==> src/rtl/truth_table_sweeper_if.sv <==
// Handshake and result bundle between the truth-table sweeper and the
// function block / controller it serves.
interface truth_table_sweeper_if #(
  parameter int N_IN = 3
);
  logic                   start;
  logic                   dut_out;
  logic [N_IN-1:0]        dut_in;
  logic                   busy;
  logic                   done;
  logic                   pass;
  logic [N_IN:0]          fail_count;
  logic [N_IN-1:0]        first_fail_idx;
  logic [(1<<N_IN)-1:0]   captured;

  modport master (
    output start, dut_out,
    input  dut_in, busy, done, pass, fail_count, first_fail_idx, captured
  );

  modport slave (
    input  start, dut_out,
    output dut_in, busy, done, pass, fail_count, first_fail_idx, captured
  );
endinterface

==> src/rtl/truth_table_sweeper.sv <==
// Exhaustive sweeper: drives every input vector, waits SETTLE_CYC, checks F.
// Optional macro STOP_ON_FAIL_EN ends the sweep on the first mismatch.
module truth_table_sweeper #(
  parameter int                   N_IN       = 3,
  parameter int                   SETTLE_CYC = 2,
  parameter logic [(1<<N_IN)-1:0] EXPECTED   = 8'b1110_1000
) (
  input  logic                  clk,
  input  logic                  rst_n,
  truth_table_sweeper_if.slave  bus
);

  // state   | meaning
  // IDLE    | waiting for start, dut_in parked at 0
  // SETTLE  | holding dut_in while the function block settles
  // SAMPLE  | capture F and compare against EXPECTED
  // DONE    | one-cycle done pulse, result published
  localparam logic [1:0] S_IDLE   = 2'd0;
  localparam logic [1:0] S_SETTLE = 2'd1;
  localparam logic [1:0] S_SAMPLE = 2'd2;
  localparam logic [1:0] S_DONE   = 2'd3;

  localparam int              NVEC     = 1 << N_IN;
  localparam logic [N_IN-1:0] LAST_IDX = N_IN'(NVEC - 1);
  localparam logic [3:0]      CNT_LOAD = 4'(SETTLE_CYC - 1);

  logic [1:0]      r_state;
  logic [3:0]      r_cnt;
  logic [N_IN-1:0] r_idx;
  logic            r_busy;
  logic            r_done;
  logic            r_pass;
  logic [N_IN:0]   r_fail_count;
  logic [N_IN-1:0] r_first_fail;
  logic [NVEC-1:0] r_captured;

  logic            w_exp_bit;
  logic            w_mismatch;
  logic            w_last;
  logic            w_end;
  logic [N_IN:0]   w_fail_next;

  assign w_exp_bit   = EXPECTED[r_idx];
  assign w_mismatch  = bus.dut_out != w_exp_bit;
  assign w_last      = r_idx == LAST_IDX;
  assign w_fail_next = r_fail_count + (N_IN+1)'(w_mismatch);

`ifdef STOP_ON_FAIL_EN
  assign w_end = w_last | w_mismatch;
`else
  assign w_end = w_last;
`endif

  always_ff @(posedge clk or negedge rst_n) begin
    if (!rst_n) begin
      r_state      <= S_IDLE;
      r_cnt        <= '0;
      r_idx        <= '0;
      r_busy       <= 1'b0;
      r_done       <= 1'b0;
      r_pass       <= 1'b0;
      r_fail_count <= '0;
      r_first_fail <= '0;
      r_captured   <= '0;
    end else begin
      r_done <= 1'b0;
      case (r_state)
        S_IDLE: begin
          r_idx  <= '0;
          r_busy <= 1'b0;
          if (bus.start) begin
            r_cnt        <= CNT_LOAD;
            r_fail_count <= '0;
            r_first_fail <= '0;
            r_captured   <= '0;
            r_pass       <= 1'b0;
            r_busy       <= 1'b1;
            r_state      <= S_SETTLE;
          end
        end
        S_SETTLE: begin
          if (r_cnt == 4'd0) r_state <= S_SAMPLE;
          else               r_cnt   <= r_cnt - 4'd1;
        end
        S_SAMPLE: begin
          r_captured[r_idx] <= bus.dut_out;
          r_fail_count      <= w_fail_next;
          if (w_mismatch && (r_fail_count == '0)) r_first_fail <= r_idx;
          if (w_end) begin
            // pass is published together with done, from the final count
            r_done  <= 1'b1;
            r_busy  <= 1'b0;
            r_pass  <= (w_fail_next == '0);
            r_state <= S_DONE;
          end else begin
            r_idx   <= r_idx + 1'b1;
            r_cnt   <= CNT_LOAD;
            r_state <= S_SETTLE;
          end
        end
        S_DONE: begin
          r_idx   <= '0;
          r_state <= S_IDLE;
        end
        default: r_state <= S_IDLE;
      endcase
    end
  end

  assign bus.dut_in         = r_idx;
  assign bus.busy           = r_busy;
  assign bus.done           = r_done;
  assign bus.pass           = r_pass;
  assign bus.fail_count     = r_fail_count;
  assign bus.first_fail_idx = r_first_fail;
  assign bus.captured       = r_captured;

endmodule

==> src/flat_wrapper.sv <==
// flat-port wrapper written by rule: the top's interface ports become plain ports
module truth_table_sweeper_flat 
#(
  parameter int                   N_IN       = 3,
  parameter int                   SETTLE_CYC = 2,
  parameter logic [(1<<N_IN)-1:0] EXPECTED   = 8'b1110_1000
)
  (clk, rst_n, bus_start, bus_dut_out, bus_dut_in, bus_busy, bus_done, bus_pass, bus_fail_count, bus_first_fail_idx, bus_captured);
  truth_table_sweeper_if #(.N_IN(N_IN)) bus_i ();
  input  logic clk;
  input  logic rst_n;
  input wire logic [$bits(bus_i.start)-1:0] bus_start;
  input wire logic [$bits(bus_i.dut_out)-1:0] bus_dut_out;
  output wire logic [$bits(bus_i.dut_in)-1:0] bus_dut_in;
  output wire logic [$bits(bus_i.busy)-1:0] bus_busy;
  output wire logic [$bits(bus_i.done)-1:0] bus_done;
  output wire logic [$bits(bus_i.pass)-1:0] bus_pass;
  output wire logic [$bits(bus_i.fail_count)-1:0] bus_fail_count;
  output wire logic [$bits(bus_i.first_fail_idx)-1:0] bus_first_fail_idx;
  output wire logic [$bits(bus_i.captured)-1:0] bus_captured;
  assign bus_i.start = bus_start;
  assign bus_i.dut_out = bus_dut_out;
  assign bus_dut_in = bus_i.dut_in;
  assign bus_busy = bus_i.busy;
  assign bus_done = bus_i.done;
  assign bus_pass = bus_i.pass;
  assign bus_fail_count = bus_i.fail_count;
  assign bus_first_fail_idx = bus_i.first_fail_idx;
  assign bus_captured = bus_i.captured;
  truth_table_sweeper #(.N_IN(N_IN), .SETTLE_CYC(SETTLE_CYC), .EXPECTED(EXPECTED)) u_core (.clk(clk), .rst_n(rst_n), .bus(bus_i));
endmodule
==> config.mk <==
export PLATFORM = sky130hd
export DESIGN_NAME = truth_table_sweeper_flat
export DESIGN_NICKNAME = d
export VERILOG_FILES = /design/src/rtl/truth_table_sweeper_if.sv /design/src/rtl/truth_table_sweeper.sv /design/src/flat_wrapper.sv
export SDC_FILE = /design/constraint.sdc
export NUM_CORES = 1
export LEC_CHECK = 0
export CAP_MARGIN = 15
export CORE_MARGIN = 3
export CORE_UTILIZATION = 56
export CTS_CLUSTER_SIZE = 12
export DETAILED_ROUTE_END_ITERATION = 6
export PLACE_DENSITY_LB_ADDON = 0.15
export SKIP_CTS_REPAIR_TIMING = 1
export SLEW_MARGIN = 15
export SYNTH_ARGS = -nofsm -noshare
export SYNTH_HDL_FRONTEND = slang
export SYNTH_SLANG_ARGS = --single-unit
==> constraint.sdc <==
create_clock -name clk -period 4.1 [get_ports clk]
set_input_delay 0.615 -clock clk [delete_from_list [all_inputs] [get_ports clk]]
set_output_delay 0.615 -clock clk [all_outputs]
set_load 0.03 [all_outputs]
Word level (Yosys, flattened, before mapping)
Memory sizes are Yosys's and may differ from the RTL's.
Index checks and enable logic that the tools add are counted.
Widths: inputs -> output; s select.
{ "classes": {"add_sub_neg": 3, "magnitude_cmp": 2, "eq_ne": 11, "muxes": 29, "n_reduce_logical": 17} }
{ "ops": {"columns": ["cell", "count"], "rows": [
  ["$mux 4", 4],
  ["$pmux 8 s2", 1],
  ["$logic_not 4->1", 3],
  ["$pmux 3 s2", 2],
  ["$pmux 4 s3", 1],
  ["$mux 3", 3],
  ["$bwmux 8", 1],
  ["$mux 1", 8],
  ["$mux 8", 1],
  ["$pmux 2 s4", 1],
  ["$pmux 4 s2", 1],
  ["$reduce_and 2->1", 4],
  ["$mux 2", 3],
  ["$ne 2x1->1 const B", 3],
  ["$ne 2x2->1 const B", 3],
  ["$reduce_and 3->1", 2],
  ["$add 4x1->4", 1],
  ["$eq 2x2->1 const B", 2],
  ["$lt 3x4->1 const B", 1],
  ["$pmux 1 s2", 2],
  ["$reduce_and 4->1", 1],
  ["$reduce_bool 2->1", 2],
  ["$sub 4x1->4 const B", 1],
  ["$add 3x1->3 const B", 1],
  ["9 further kinds", 10]
]} }
{ "word_totals": {"register_bits": 27, "rom_bits": 8, "out_inout_bits": 21, "n_memories": 1} }
{ "memory_table": {"columns": ["name", "words", "width", "rd", "rd_clocked_by_memory_dff", "wr", "line_no", "rtl"], "rows": [
  ["(no name shown)", 8, 1, 1, 0, 0, "truth_table_sweeper.sv:43", "assign w_exp_bit = EXPECTED[r_idx];"]
]} }

Logic depth before layout (Yosys ltp)
Gate-level depths: netlist of the first run.
{ "logic_depth": {"word_depth": 7, "ltp_mapped": 12, "ltp_nobuf": 11} }

Least setup slack after synthesis of the first run
OpenSTA, ideal clock, no wires.
{ "synth_timing": {"kind": "reg2reg", "start": "reg u_core.r_idx[0], in the netlist u_core.bus.dut_in[0]", "end": "reg u_core.r_pass, in the netlist u_core.bus.pass", "arrival_time_ns": 2.473, "required_ns": 4.005, "path_slack_ns": 1.531, "path_stages_with_launch": 13, "path_buffers": 1, "cell_sequence": "dfrtp_1 -> clkbuf_1 -> inv_1 -> ha_1 -> nor2b_1 -> o21a_1 -> nor2_1 -> ha_1 -> ha_1 -> xor2_1 -> nor3_1 -> nand3_1 -> o31ai_1"} }
{ "synth_via": {"elab_chain_len": 7} }
{ "synth_lines": {"columns": ["item", "line_no", "rtl"], "rows": [
  ["start: declaration", "truth_table_sweeper.sv:29", "logic [N_IN-1:0] r_idx;"],
  ["start signal: assignment", "truth_table_sweeper.sv:96", "r_idx <= r_idx + 1'b1;"],
  ["$mem_v2 8x1", null, null],
  ["$mux 1 (not written as such)", "truth_table_sweeper.sv:43", null],
  ["$ne 1x1->1", "truth_table_sweeper.sv:44", "assign w_mismatch = bus.dut_out != w_exp_bit;"],
  ["$add 4x1->4", "truth_table_sweeper.sv:46", "assign w_fail_next = r_fail_count + (N_IN+1)'(w_mismatch);"],
  ["$logic_not 4->1", "truth_table_sweeper.sv:93", "r_pass <= (w_fail_next == '0);"],
  ["$mux 1", "truth_table_sweeper.sv:89", "if (w_end) begin"],
  ["$pmux 1 s2", "truth_table_sweeper.sv:67", "case (r_state)"],
  ["end signal: assignment", "truth_table_sweeper.sv:93", null],
  ["end: declaration", "truth_table_sweeper.sv:32", "logic r_pass;"]
]} }
Parallel ways exist; a longest one is shown, timed or not. The select of a mux whose other input is x is not followed.
A chain may end at the register's enable or synchronous reset.

Worst setup path after layout of the first run
Ends and elaborated chain as after synthesis.

==> results.yml, run 1 <==
pwr:
  power_leakage_nw: 0.781
  vdd_drop_max_mv: 0.606
  power_density_nw_per_um2: 601
  power_mw: 1.09
cells_and_area:
  drive_above_1_share_pct: 5.32
  multi_input_area_sq_um: 773
  fin_util_pct: 71.0
  n_fill_cell: 194
  layoutNonFillerInstCount: 218
  n_antenna_cell: 0
  register_area_sq_um: 676
  syn_to_final_growth_pct: 18.1
  nets: 203
setup_path:
  critPathMaxFanout: 12
  crit_type: "reg -> reg"
  start_kind: "register"
  cpMostUsedCell: "ha_1"
  arrival_ps: 2840
  critical_path_buf_inv_count: 0
  cp_top_family: "simple AND/OR/NAND/NOR gates"
  r2r_end: "u_core.bus.pass"
  worstPathRequired_ps: 4340
  critPathSlowestCell: "dfrtp_1"
  worstRegToRegCells: 10
  cp-end-kind: "register"
  crit_chain: "ha_1 > nor2b_1 > nor3_1 > nor2_1 > ha_1 > ha_1 > xor2_1 > nor3_1 > nand3_1 > o31ai_1"
  worstReg2RegStart: "u_core.bus.dut_in[0]"
  cp_slowest_stage_delay_ps: 540
  r2r_slack_ps: 1500
sta:
  fin_setup_tns_ps: 0
  drv_slew: 0
  hold_viol: 0
  final.setup.worst_slack_ps: 1500
  setup_viol: 0
  fin_skew_ps: 1.29
  fin_crit_sh_pct: 63.5
  worst_slew_pin_slew_ps: 1080
  max_clock_freq_ghz: 0.384
  rsz0062_at_grt: "false"
  max_slew_margin_pct: 27.6
  fin_crit_ps: 2600
synth:
  syn_nets: 181
  yosysUniqueCellTypes: 34
  synth_area_sq_um: 1530
  ys_ff_latch: 27
  seq_area_frac_synth_pct: 44.1
  ys_warn_count: 0
  syn_avg_cell_area_sq_um: 9.17
  ys.flop_type: "dfrtp_1"
  synth-edff-count: 0
  syn_inst: 167
  async_flop_share_pct: 100
cts:
  cts_tree: "yes"
  clk_latency_ps: 320
  cts_buffers: 3
  root_buffer: "clkbuf_4"
  cts.path.max_buffers: 2
  path_clk_slew_ps: 150
  htreeDepth: 1
  cts.sinks: 27
route:
  drc_errors: 0
  wl_um: 3020
  via_count: 1297
  drt-vias-per-instance: 5.95
  dr.pass1.iters: 4
  post_drt_wl_per_cell_um: 13.9
  ant_nets: 0
  drt_iter0_markers: 53
global_routing:
  use_met1_pct: 27.9
  grt_busiest_layer: "met2"
  antenna_found_initial: 0
  track_usage_pct: 19.3
  grt_overflow: 0
  grt_pass1_wl_um: 5250
  met2_usage_pct: 30.5
  grt_start_max_net_pins: 30
  grt_pass1_vias: 1160
  use_met3_pct: 2.85
die:
  rows: 18
  start_util_pct: 60.2
  die_h_um: 58.3
  coreArea_sq_um: 2540
  die_x_um: 58.3
  io_pins: 25
  die-area_sq_um: 3400
placement:
  dp_hpwl_um: 2220
  place_congestion: 0.784
  dp_cells: 214
  numPortBuffers: 24
  place_ws_ps: 1330
flow_run:
  drv_cap: 0
hold_path:
  min_path_type: "in -> async"
run_status:
  status: "finished clean"
power breakdown:
group	switching, mW	leakage, nW	internal, mW
registers	0.0677	0.363	0.326
clock network	0.0819	0.0139	0.0372
logic	0.343	0.404	0.232
total	0.492	0.781	0.595
cell usage after synthesis, types with 3 or more instances:
master / number / share of area [%]
a21boi_0: 6 / 2.9
o21ai_0: 20 / 6.5
inv_1: 13 / 3.2
o31ai_1: 3 / 1.5
o22ai_1: 4 / 1.6
a21oi_1: 6 / 2.0
a22o_1: 4 / 2.3
nand3_1: 9 / 2.9
nor2_1: 3 / 0.74
nand2_1: 20 / 4.9
dfrtp_1: 27 / 44
ha_1: 10 / 8.2
buf_2: 3 / 0.98
o211ai_1: 3 / 1.5
o311ai_0: 3 / 1.7
nor2b_1: 6 / 2.5
clkbuf_1: 5 / 1.2
logic make-up (layout without fill, tap and decap cells):
family | count (synthesis) | in the layout | synth area share (%)
adder cells (fa/ha/maj) | 10 | 10 | 8.17
XOR/XNOR | 2 | 2 | 1.14
buffers and inverters | 21 | 42 | 5.39
AND/OR/NAND/NOR | 50 | 50 | 16.7
AO/OA/AOI/OAI | 54 | 54 | 22.4
multiplexers | 3 | 3 | 2.04
flip-flops | 27 | 27 | 44.1
per-stage QoR:
step           instance area [sq um]  hold WS (ps)
6_report                        1810           243
5_1_grt                         1810           260
4_1_cts                         1810           530
3_5_place_dp                    1780           500
3_3_place_gp                    1780           487
2_1_floorplan                   1530           319
layer usage:
| metal | up-vias | share of wire [%] | wire (um) |
|---|---|---|---|
| met5 | - | 0 | 0 |
| met4 | 0 | 0.33 | 10 |
| met3 | 2 | 5.2 | 156 |
| met2 | 38 | 46 | 1400 |
| met1 | 622 | 48 | 1460 |
| li1 | 635 | - | - |
cells in the final DEF (no fill, tap or decap), types with 2 or more instances in the layout:
cell type	count
nor2_1	3
inv_1	13
o21ai_0	20
o21a_1	2
mux2i_1	2
dfrtp_1	27
o22ai_1	4
nor3b_1	2
nand2_1	20
nor2b_1	6
a21oi_1	6
o211ai_1	3
a21boi_0	6
xor2_1	2
o311ai_0	3
nand3_1	9
clkbuf_4	3
ha_1	10
nor3_1	2
clkdlybuf4s50_1	23
o31ai_1	3
a22o_1	4
how the worst max path moves through the flow:
stage,start,to,depth (start not counted)
2_1_floorplan,u_core.bus.dut_in[0],u_core.bus.pass,12
3_3_place_gp,bus_dut_out,u_core.bus.pass,9
3_5_place_dp,bus_dut_out,u_core.bus.pass,9
4_1_cts,u_core.bus.dut_in[0],u_core.bus.pass,10
5_1_grt,u_core.bus.dut_in[0],u_core.bus.pass,11
6_report,u_core.bus.dut_in[0],u_core.bus.pass,10
sequential cells by signal, indices dropped and copies added (netlist names):
name,count
u_core.bus.fail_count,4
u_core.bus.first_fail_idx,3
u_core.r_state,2
u_core.bus.dut_in,3
u_core.bus.pass,1
u_core.bus.busy,1
u_core.bus.done,1
u_core.bus.captured,8
u_core.r_cnt,4
layout make-up:
type,count,share of cell area (%)
multi-input combinational,119,42.8
sequential,27,37.4
timing repair buffer,25,13.4
inverter,13,2.70
tap,30,2.08
clock buffer,3,1.25
clock inverter,1,0.415
No activity file was read; power rests on OpenSTA's default activity.
==> run 2: changes to the inputs <==
Settings changed: CORE_UTILIZATION 56 to 52.
Clock period 4.1 ns to 2.5 ns, I/O delays scaled along.
==> run 2 against run 1 <==
Power up 73%. Final cell count up 5.5%. Die area is 6.9% higher. Utilization fell by 2.3 points. First-iteration DRC count up 1.9%. Critical path depth up 1. Sequential share of layout area shrank 1.9 points. Non-clock buffer count up 11. Clock power increased by 58%. Via count grew 2.6%. Worst hold slack improved by 160 ps. Critical endpoint unchanged.
==> results.yml, run 2 (same netlist as run 1, synthesis figures left out) <==
sta:
  whs_ps: 400
  fin_crit_sh_pct: 92.3
  max_slew_margin_pct: 70.6
  worst_slew_pin_slew_ps: 440
  fin_crit_ps: 2310
  setup_viol: 0
  drv_slew: 0
  hold_viol: 0
  fin_setup_tns_ps: 0
  max_clock_freq_ghz: 0.434
  fin_skew_ps: 5.02
  rsz0062_at_grt: "false"
cells_and_area:
  n_antenna_cell: 0
  final_common_cell: "dfrtp_1"
  syn_to_final_growth_pct: 24.9
  largest_register_ffs: 8
  nets: 214
  layout_common_cells: "dfrtp_1, clkdlybuf4s50_1, nand2_1, o21ai_0, inv_1"
  finalInstanceArea_sq_um: 1910
  n_fill_cell: 230
  drive_above_1_share_pct: 12.6
die:
  coreArea_sq_um: 2780
  rows: 19
  die_h_um: 60.3
  start_util_pct: 55.1
  die-area_sq_um: 3630
  io_pins: 25
  die_x_um: 60.3
route:
  post_drt_wl_per_cell_um: 14.5
  wl_um: 3320
  top_layer_used: "met4"
  via_count: 1331
  wl_met2_um: 1580
  wl_met1_um: 1590
  ant_nets: 0
  dr_wl_met3_um: 119
  drt-vias-per-instance: 5.79
  dr.pass1.iters: 4
  drc_errors: 0
  drt_iter0_markers: 54
global_routing:
  grt_start_max_net_pins: 28
  grt_overflow: 0
  grt_pass1_wl_um: 5600
  track_usage_pct: 20.0
  antenna_found_initial: 0
  grt_pass1_vias: 1305
cts:
  htreeDepth: 1
  clk_latency_ps: 320
  cts.sinks: 27
  cts.path.max_buffers: 2
  cts_tree: "yes"
  cts_buffers: 3
  root_buffer: "clkbuf_4"
  path_clk_slew_ps: 140
placement:
  numPortBuffers: 24
  dp_hpwl_um: 2400
  place_congestion: 0.819
  place_area_sq_um: 1850
setup_path:
  cp-startpoint: "u_core.bus.dut_in[0]"
  worstRegToRegCells: 11
  critPathMaxFanout: 7
  crit_type: "reg -> reg"
  start_kind: "register"
  cp-end-kind: "register"
  worstReg2RegStart: "u_core.bus.dut_in[0]"
  arrival_ps: 2540
  worstPathRequired_ps: 2740
run_status:
  status: "finished clean"
hold_path:
  min_path_type: "in -> async"
pwr:
  power_mw: 1.88
  power_leakage_nw: 0.838
  power_density_nw_per_um2: 981
  vdd_drop_max_mv: 0.787
flow_run:
  drv_cap: 0
[run 2: through the flow]
| step | setup slack [ps] | std cells | util, % |
|---|---|---|---|
| after detailed placement | 32.9 | 223 | 66.4 |
| after floorplan | 17.6 | 167 | - |
| final | 194 | 230 | 68.8 |
| after global routing | 5.95 | 230 | 68.8 |
| after global placement | 85.8 | 223 | 66.4 |
| after CTS | 25.0 | 227 | 67.3 |
[run 2: worst paths after layout]
| check | to | slack [ps] |
|---|---|---|
| worst max-delay path | u_core.bus.pass | 190 |
| worst min-delay path | u_core.bus.captured[0] | 400 |
| worst max register to register | u_core.bus.pass | 190 |
| worst min register to register | u_core.bus.captured[1] | 520 |
| max in group asynchronous | u_core.bus.dut_in[1] | 1820 |
| min in group clk | u_core.bus.captured[1] | 520 |
[run 2: per-layer routing]
| metal | track usage, % | up-vias |
|---|---|---|
| li1 | - | 661 |
| met1 | 26.0 | 639 |
| met2 | 33.3 | 27 |
| met3 | 3.24 | 4 |
| met4 | 7.28 | 0 |
| met5 | 0 | - |
[run 2: area by class of cell]
class / count / area (sq um) / area share (%)
timing repair buffer: 36 / 330 / 17.3
tap: 31 / 38.8 / 2.03
sequential: 27 / 678 / 35.4
inverter: 13 / 48.8 / 2.55
clock buffer: 4 / 26.3 / 1.37
multi-input combinational: 119 / 791 / 41.3
[run 2: critical path, cell delays in order, from the launching register on]
cell and delay, ps:
dfrtp_2 450, inv_1 100, ha_1 210, nor2b_2 190, o21a_2 170, nor2_1 40
ha_1 200, ha_1 220, xor2_1 160, nor3_1 140, nand3_1 110, o31ai_1 230
[run 2: power by group]
part	total, mW	switching (mW)	internal, mW
sequential	0.637	0.0997	0.537
clock	0.188	0.125	0.0624
combinational	1.05	0.604	0.448
total	1.88	0.829	1.05
==> run 3: changes to the inputs <==
Settings changed: CORE_UTILIZATION 52 to 62, DONT_BUFFER_PORTS set to 1, SLEW_MARGIN 15 to 20.
==> run 3 against run 2 <==
Global-route usage is 2.5 points higher. Clock-buffer cell count is the same. Critical endpoint unchanged. Largest power group unchanged. Final cell count fell by 13%. Non-clock buffer count is 26 lower. Fmax decreased by 4.5%.
==> results.yml, run 3 (same netlist as run 1, synthesis figures left out) <==
global_routing:
  track_usage_pct: 22.5
  grt_start_max_net_pins: 28
  grt_overflow: 0
  grt_pass1_vias: 1210
  antenna_found_initial: 0
  grt_pass1_wl_um: 5690
sta:
  max_slew_margin_pct: 55.9
  drv_slew: 0
  hold_viol: 0
  fin_skew_ps: 5.26
  fin_crit_ps: 2420
  setup_viol: 0
  worst_slew_pin_slew_ps: 661
  max_clock_freq_ghz: 0.414
  whs_ps: 208
  fin_crit_sh_pct: 96.6
  fin_setup_tns_ps: 0
cells_and_area:
  nets: 188
  drive_above_1_share_pct: 14.5
  final_common_cell: "dfrtp_1"
  layoutNonFillerInstCount: 201
  largest_register_ffs: 8
  n_antenna_cell: 0
  syn_to_final_growth_pct: 9.07
  layout_common_cells: "dfrtp_1, nand2_1, o21ai_0"
setup_path:
  cp-startpoint: "u_core.bus.dut_in[0]"
  arrival_ps: 2660
  cp-end-kind: "register"
  r2r_slack_ps: 80
  start_kind: "register"
  worstRegToRegCells: 11
  worstReg2RegStart: "u_core.bus.dut_in[0]"
  crit_type: "reg -> reg"
  r2r_end: "u_core.bus.pass"
  worstPathRequired_ps: 2750
  critPathMaxFanout: 6
cts:
  cts.sinks: 27
  clk_latency_ps: 330
  path_clk_slew_ps: 140
  cts_buffers: 3
  root_buffer: "clkbuf_4"
  cts.path.max_buffers: 2
  htreeDepth: 1
  cts_tree: "yes"
placement:
  numPortBuffers: 0
  dp_hpwl_um: 2400
  dp_cells: 192
  place_congestion: 0.748
route:
  wl_um: 3410
  drc_errors: 0
  ant_nets: 0
  via_count: 1257
  drt-vias-per-instance: 6.25
  post_drt_wl_per_cell_um: 16.9
  drt_iter0_markers: 60
  dr.pass1.iters: 4
pwr:
  vdd_drop_max_mv: 0.822
  power_density_nw_per_um2: 1040
  power_leakage_nw: 0.742
hold_path:
  min_from: "bus_dut_out"
  min_delay_worst_endpoint: "u_core.bus.captured[7]"
  min_path_type: "in -> reg"
  min_path_cells: 2
die:
  die_x_um: 55.7
  start_util_pct: 67.3
  die-area_sq_um: 3100
  rows: 17
  io_pins: 25
  die_h_um: 55.7
  coreArea_sq_um: 2280
flow_run:
  drv_cap: 0
run_status:
  status: "finished clean"
==> run 3: cell types whose count changed in the layout (fill, tap and decap cells not counted), moves of 2 or more <==
| cell | before | now |
|---|---|---|
| ha_1 | 10 | 8 |
| buf_4 | 12 | 8 |
| clkdlybuf4s50_1 | 24 | 0 |
| ha_2 | 0 | 2 |
==> run 3: cell type report <==
| cell class | instances | area (sq um) |
|---|---|---|
| fill | 148 | 606 |
| clock buffer | 4 | 26.3 |
| inverter | 13 | 48.8 |
| sequential | 27 | 678 |
| multi-input combinational | 119 | 792 |
| tap | 28 | 35.0 |
| timing repair buffer | 10 | 90.1 |
==> run 3: worst max-delay path by stage <==
stage | to | slack [ps] | depth (start not counted)
5_1_grt | u_core.bus.pass | -10 | 11
4_1_cts | u_core.bus.pass | 30 | 11
6_report | u_core.bus.pass | 80 | 11
3_5_place_dp | u_core.bus.pass | 70 | 11
3_3_place_gp | u_core.bus.pass | 270 | 11
2_1_floorplan | u_core.bus.pass | 20 | 12
==> run 3: worst max-delay path: stages, from the launching register on <==
cell,delay [ps]
dfrtp_2,440
inv_1,90
ha_1,220
nor2b_2,170
o21a_1,170
nor2_1,50
ha_1,210
ha_2,210
xor2_1,170
nor3_1,250
nand3_1,120
o31ai_1,230
==> run 3: metrics by stage <==
stage / worst slack [ps] / utilization (%) / cell area [sq um] / power [mW]
after floorplan: 17.6 / - / 1530 / 1.34
after global placement: 269 / 69.0 / 1570 / 1.46
after detailed placement: 72.5 / 69.0 / 1570 / 1.50
after CTS: 25.6 / 70.2 / 1600 / 1.69
after global routing: -14.0 / 73.4 / 1670 / 1.88
final: 84.6 / 73.4 / 1670 / 1.74
==> run 3: report_power, final <==
group	total (mW)	internal [mW]	switching (mW)
logic	0.812	0.324	0.488
registers	0.740	0.535	0.205
clock network	0.192	0.0626	0.129
total	1.74	0.922	0.822
==> run 3: metal layers <==
metal / track usage, % / up-vias / part of all wire [%]
met2: 35.8 / 43 / 48
li1: - / 605 / -
met5: 0 / - / 0
met4: 8.33 / 0 / 1.9
met1: 29.3 / 602 / 43
met3: 5.80 / 7 / 7.3
